`config.mk`:
```
export PLATFORM = sky130hd
export DESIGN_NAME = mem_wb_elastic_reg
export DESIGN_NICKNAME = d
export VERILOG_FILES = /design/src/rtl/mem_wb_elastic_reg.sv
export SDC_FILE = /design/constraint.sdc
export NUM_CORES = 1
export LEC_CHECK = 0
export ABC_AREA = 1
export BUFFER_PORTS_ARGS = -buffer_cell sky130_fd_sc_hd__clkbuf_2
export CORE_MARGIN = 5
export CORE_UTILIZATION = 48
export CTS_BUF_LIST = sky130_fd_sc_hd__clkbuf_2
export CTS_CLUSTER_SIZE = 8
export DETAILED_ROUTE_END_ITERATION = 12
export PLACE_DENSITY = 0.94
export SKIP_LAST_GASP = 1
export SYNTH_ARGS = -nofsm -noshare
export SYNTH_HDL_FRONTEND = slang
export SYNTH_SLANG_ARGS = --single-unit
```
`constraint.sdc`:
```
create_clock -name clk -period 2 [get_ports clk]
set_clock_uncertainty 0.05 [all_clocks]
set_input_delay 0.2 -clock clk [delete_from_list [all_inputs] [get_ports clk]]
set_output_delay 0.2 -clock clk [all_outputs]
set_load 0.05 [all_outputs]
```
`src/rtl/mem_wb_elastic_reg.sv`:
```
// Elastic MEM->WB pipeline register: valid/ready handshake, synchronous flush, pre-muxed write-back value.
// Optional feature macro MEM_WB_SKID_EN adds a skid entry so in_ready can be registered.
module mem_wb_elastic_reg #(
    parameter int DATA_W = 32,
    parameter int DEST_W = 4
) (
    input  logic              clk,
    input  logic              rst,
    input  logic              flush,

    input  logic              in_valid,
    output logic              in_ready,
    input  logic              WB_EN_IN,
    input  logic              MEM_R_EN_IN,
    input  logic [DATA_W-1:0] ALU_result_in,
    input  logic [DATA_W-1:0] mem_read_value_in,
    input  logic [DEST_W-1:0] Dest_in,

    output logic              out_valid,
    input  logic              out_ready,
    output logic              WB_EN,
    output logic              MEM_R_EN,
    output logic [DATA_W-1:0] ALU_result,
    output logic [DATA_W-1:0] mem_read_value,
    output logic [DEST_W-1:0] Dest,
    output logic [DATA_W-1:0] wb_value
);

    typedef struct packed {
        logic              wb_en;
        logic              mem_r;
        logic [DATA_W-1:0] alu;
        logic [DATA_W-1:0] mrd;
        logic [DEST_W-1:0] dest;
    } bundle_t;

    typedef enum logic [1:0] {
        S_EMPTY = 2'd0,
        S_ONE   = 2'd1,
        S_TWO   = 2'd2
    } occ_e;

    occ_e    state_q, state_d;
    bundle_t head_q, head_d;
    bundle_t in_bundle;
    logic    in_fire, out_fire;

`ifdef MEM_WB_SKID_EN
    bundle_t skid_q, skid_d;
    logic    rdy_q, rdy_d;
`endif

    assign in_bundle = '{wb_en: WB_EN_IN, mem_r: MEM_R_EN_IN, alu: ALU_result_in,
                         mrd: mem_read_value_in, dest: Dest_in};

    assign out_valid = (state_q != S_EMPTY);

    always_comb begin
`ifdef MEM_WB_SKID_EN
        in_ready = rdy_q;
`else
        // Without a skid slot the head can only take a new bundle if it is leaving.
        in_ready = (state_q == S_EMPTY) | out_ready;
`endif
        in_fire  = in_valid & in_ready;
        out_fire = out_valid & out_ready;

        state_d  = state_q;
        head_d   = head_q;
`ifdef MEM_WB_SKID_EN
        skid_d   = skid_q;
`endif

        if (flush) begin
            // Payload is left alone; only occupancy is dropped, including any same-cycle in_fire.
            state_d = S_EMPTY;
        end else begin
            case (state_q)
                S_EMPTY: begin
                    if (in_fire) begin
                        state_d = S_ONE;
                        head_d  = in_bundle;
                    end
                end
                S_ONE: begin
                    if (in_fire && out_fire) begin
                        head_d = in_bundle;
                    end else if (in_fire) begin
`ifdef MEM_WB_SKID_EN
                        state_d = S_TWO;
                        skid_d  = in_bundle;
`endif
                    end else if (out_fire) begin
                        state_d = S_EMPTY;
                    end
                end
                S_TWO: begin
`ifdef MEM_WB_SKID_EN
                    if (out_fire) begin
                        state_d = S_ONE;
                        head_d  = skid_q;
                    end
`else
                    state_d = S_EMPTY;
`endif
                end
                default: state_d = S_EMPTY;
            endcase
        end

`ifdef MEM_WB_SKID_EN
        rdy_d = (state_d != S_TWO);
`endif
    end

    always_ff @(posedge clk) begin
        if (rst) begin
            state_q <= S_EMPTY;
            head_q  <= '0;
`ifdef MEM_WB_SKID_EN
            skid_q  <= '0;
            rdy_q   <= 1'b1;
`endif
        end else begin
            state_q <= state_d;
            head_q  <= head_d;
`ifdef MEM_WB_SKID_EN
            skid_q  <= skid_d;
            rdy_q   <= rdy_d;
`endif
        end
    end

    // A stale head must never reach the register-file write port.
    assign WB_EN          = head_q.wb_en & out_valid;
    assign MEM_R_EN       = head_q.mem_r;
    assign ALU_result     = head_q.alu;
    assign mem_read_value = head_q.mrd;
    assign Dest           = head_q.dest;
    assign wb_value       = head_q.mem_r ? head_q.mrd : head_q.alu;

endmodule

```
==> run summary <==
Setup Buffers After CTS: 0
DR vias: 3,877
Largest cells by area after synthesis: dfxtp_1, nand2_1, buf_4, nor2_1, inv_1
Skew-Pair Late Insertion Delay: 0.45 ns
Number of cells on the worst reg-to-reg path: 6
Critical path class: flop to output pin
Worst Path Required: 1.75 ns
Final setup vio count: 0
Synth Warn #: 0
Max-cap violations: 0
First-pass GRT wire length: 17,300 µm
DR vias/cell: 4.43
Worst-path maximum fanout: 29
Seq/Total Area, Yosys: 0.377
DRT Pass-1 Iters: 4
Site Rows: 32
Post-DP Area: 0.00426 mm²
Congestion Overflow GR: 0
Antenna viol nets, final: 0
Worst-Margin Slew: 0.344 ns
RD Place Congestion: 0.824
Unique masters post-synth: 14
Mapped Cells: 598
Hpwl dp: 6740 µm
CTS Buf Count: 9
Final wirelength: 11,000 µm
Worst-case clock buffer depth: 2
Die height: 98.7 µm
Overall routing resource usage: 0.218
Fmax: 0.538 GHz
CP Launch Type: flop
Period utilisation layout: 0.929
Largest net degree at the start of global routing: 85
Antenna violations before repair: 1
H-tree depth: 3
Avg WL per Cell: 12.5 µm
Die W: 98.7 µm
CTS tree: yes
Syn Area/Cell: 6.31 µm²
Fill cells: 617
Leakage: 2.91 nW
Mapped cell area: 0.00377 mm²
Setup TNS: 0 ns
Fraction of layout cells with a size suffix above 1: 0.274
CP endpoint kind: output pin
Fin crit period: 1.86 ns
Worst EP arrival: 1.61 ns
Final instance area: 0.00510 mm²
Vias in the first global route: 3,665
Pins Over Slew Limit: 0
Status: completed
CTS root buffer: clkbuf_2
Mapped Nets: 674
Peak supply drop: 0.000474 V
Die area: 0.00974 mm²
Top cell type's share of synthesized area: 0.377
WHS: 0.0732 ns
Core box area: 0.00769 mm²
Starting Density: 0.491
I/O pin cnt: 179
Final Core Density: 0.663
Worst-path clk slew: 0.18 ns
NumNets Final: 843
Area grow syn2layout: 35.0%
Clk sink count: 71
Cell taking the most area after synthesis: dfxtp_1
PwrDens: 784 mW/mm²
Pwr Total: 3.99 mW
Hold Crit Class: input pin to flop
Slew margin rel.: 0.771
Port Buffers: 178
Hold Path Stages: 4
DR iter-0 viols: 126
Synth Register Bits: 71
Final Hold Vio Count: 0
Drt drc: 0
## final timing paths
check / start / endpoint / slack [ns]
min reg2reg: Dest[1] / Dest[1] / 0.48
min: rst / mem_read_value[12] / 0.07
max reg2reg: state_q[0] / state_q[0] / 0.21
max: MEM_R_EN / wb_value[7] / 0.14
## kinds of logic (layout without fill, tap and decap cells)
logic type                 Yosys count  in the layout  share of synthesized area
and+or+nand+nor                    319            319                      0.319
buffers and inverters              173            346                      0.256
DFF                                 71             71                      0.377
AOI/OAI and AO/OA                   34             34                     0.0454
adders and majority gates            1              1                    0.00331
other                                0              2                          0
## power by group
group,switching (mW),internal [mW],leakage (nW)
Clock,0.478,0.289,0.0678
Combinational,1.15,0.441,2.26
Sequential,0.0936,1.54,0.587
## per-stage QoR
stage	instances	worst slack, ns
final	875	0.142
after global routing	874	-0.00706
after CTS	873	0.0681
after detailed placement	786	0.368
after global placement	786	0.445
after floorplan	598	-0.0828
## metal layers
metal  vias up  share of wire  GRT usage
met5         -              0          0
met4         0          0.033      0.111
met3        31          0.065     0.0552
met2       154           0.52      0.399
met1      1678           0.39      0.230
li1       2014              -          -
## flip-flops by register name (all words and copies together), names as in the netlist
name	count
mem_read_value	32
state_q	1
MEM_R_EN	1
head_q	1
ALU_result	32
Dest	4
## layout make-up
class | count | area (µm²) | area share
tap | 102 | 128 | 0.0250
antenna | 2 | 5.00 | 0.000982
clock buffer | 11 | 55.1 | 0.0108
sequential | 71 | 1430 | 0.280
multi-input combinational | 354 | 1430 | 0.281
clock inverter | 4 | 47.5 | 0.00933
timing repair buffer | 255 | 1720 | 0.337
inverter | 76 | 285 | 0.0560
## cell usage after synthesis, drive strengths merged
cell type and instances:
ha 1, a31oi 1, nand2 176, inv 76
nor2 142, nand3 1, o21ai 33, dfxtp 71
clkbuf 11, buf 86
## cells in the final DEF (no fill, tap or decap)
| cell | n |
|---|---|
| inv_1 | 75 |
| nand2_1 | 175 |
| bufinv_16 | 1 |
| dfxtp_1 | 70 |
| o21ai_2 | 9 |
| ha_1 | 1 |
| nor2_1 | 142 |
| dfxtp_4 | 1 |
| clkbuf_4 | 3 |
| o21ai_1 | 12 |
| a31oi_1 | 1 |
| o21ai_0 | 12 |
| buf_2 | 4 |
| dlygate4sd3_1 | 72 |
| nand3_4 | 1 |
| inv_2 | 1 |
| clkinvlp_4 | 1 |
| clkbuf_2 | 182 |
| clkinv_2 | 2 |
| diode_2 | 2 |
| buf_12 | 5 |
| nand2_2 | 1 |
## critical path, cell delays in order, from the launching register on
cell,delay (ns)
dfxtp_4,0.48
buf_12,0.21
nand2_1,0.08
o21ai_2,0.06
clkbuf_2,0.30
## timing repair
item | 4_1_cts | 5_1_grt
endpoints found under the setup margin | 3 | 7
endpoints found under the hold margin | 71 | 0
hold buffers | 72 | 0
resized for setup | 1 | 10
(Power assumes the default switching activity.)
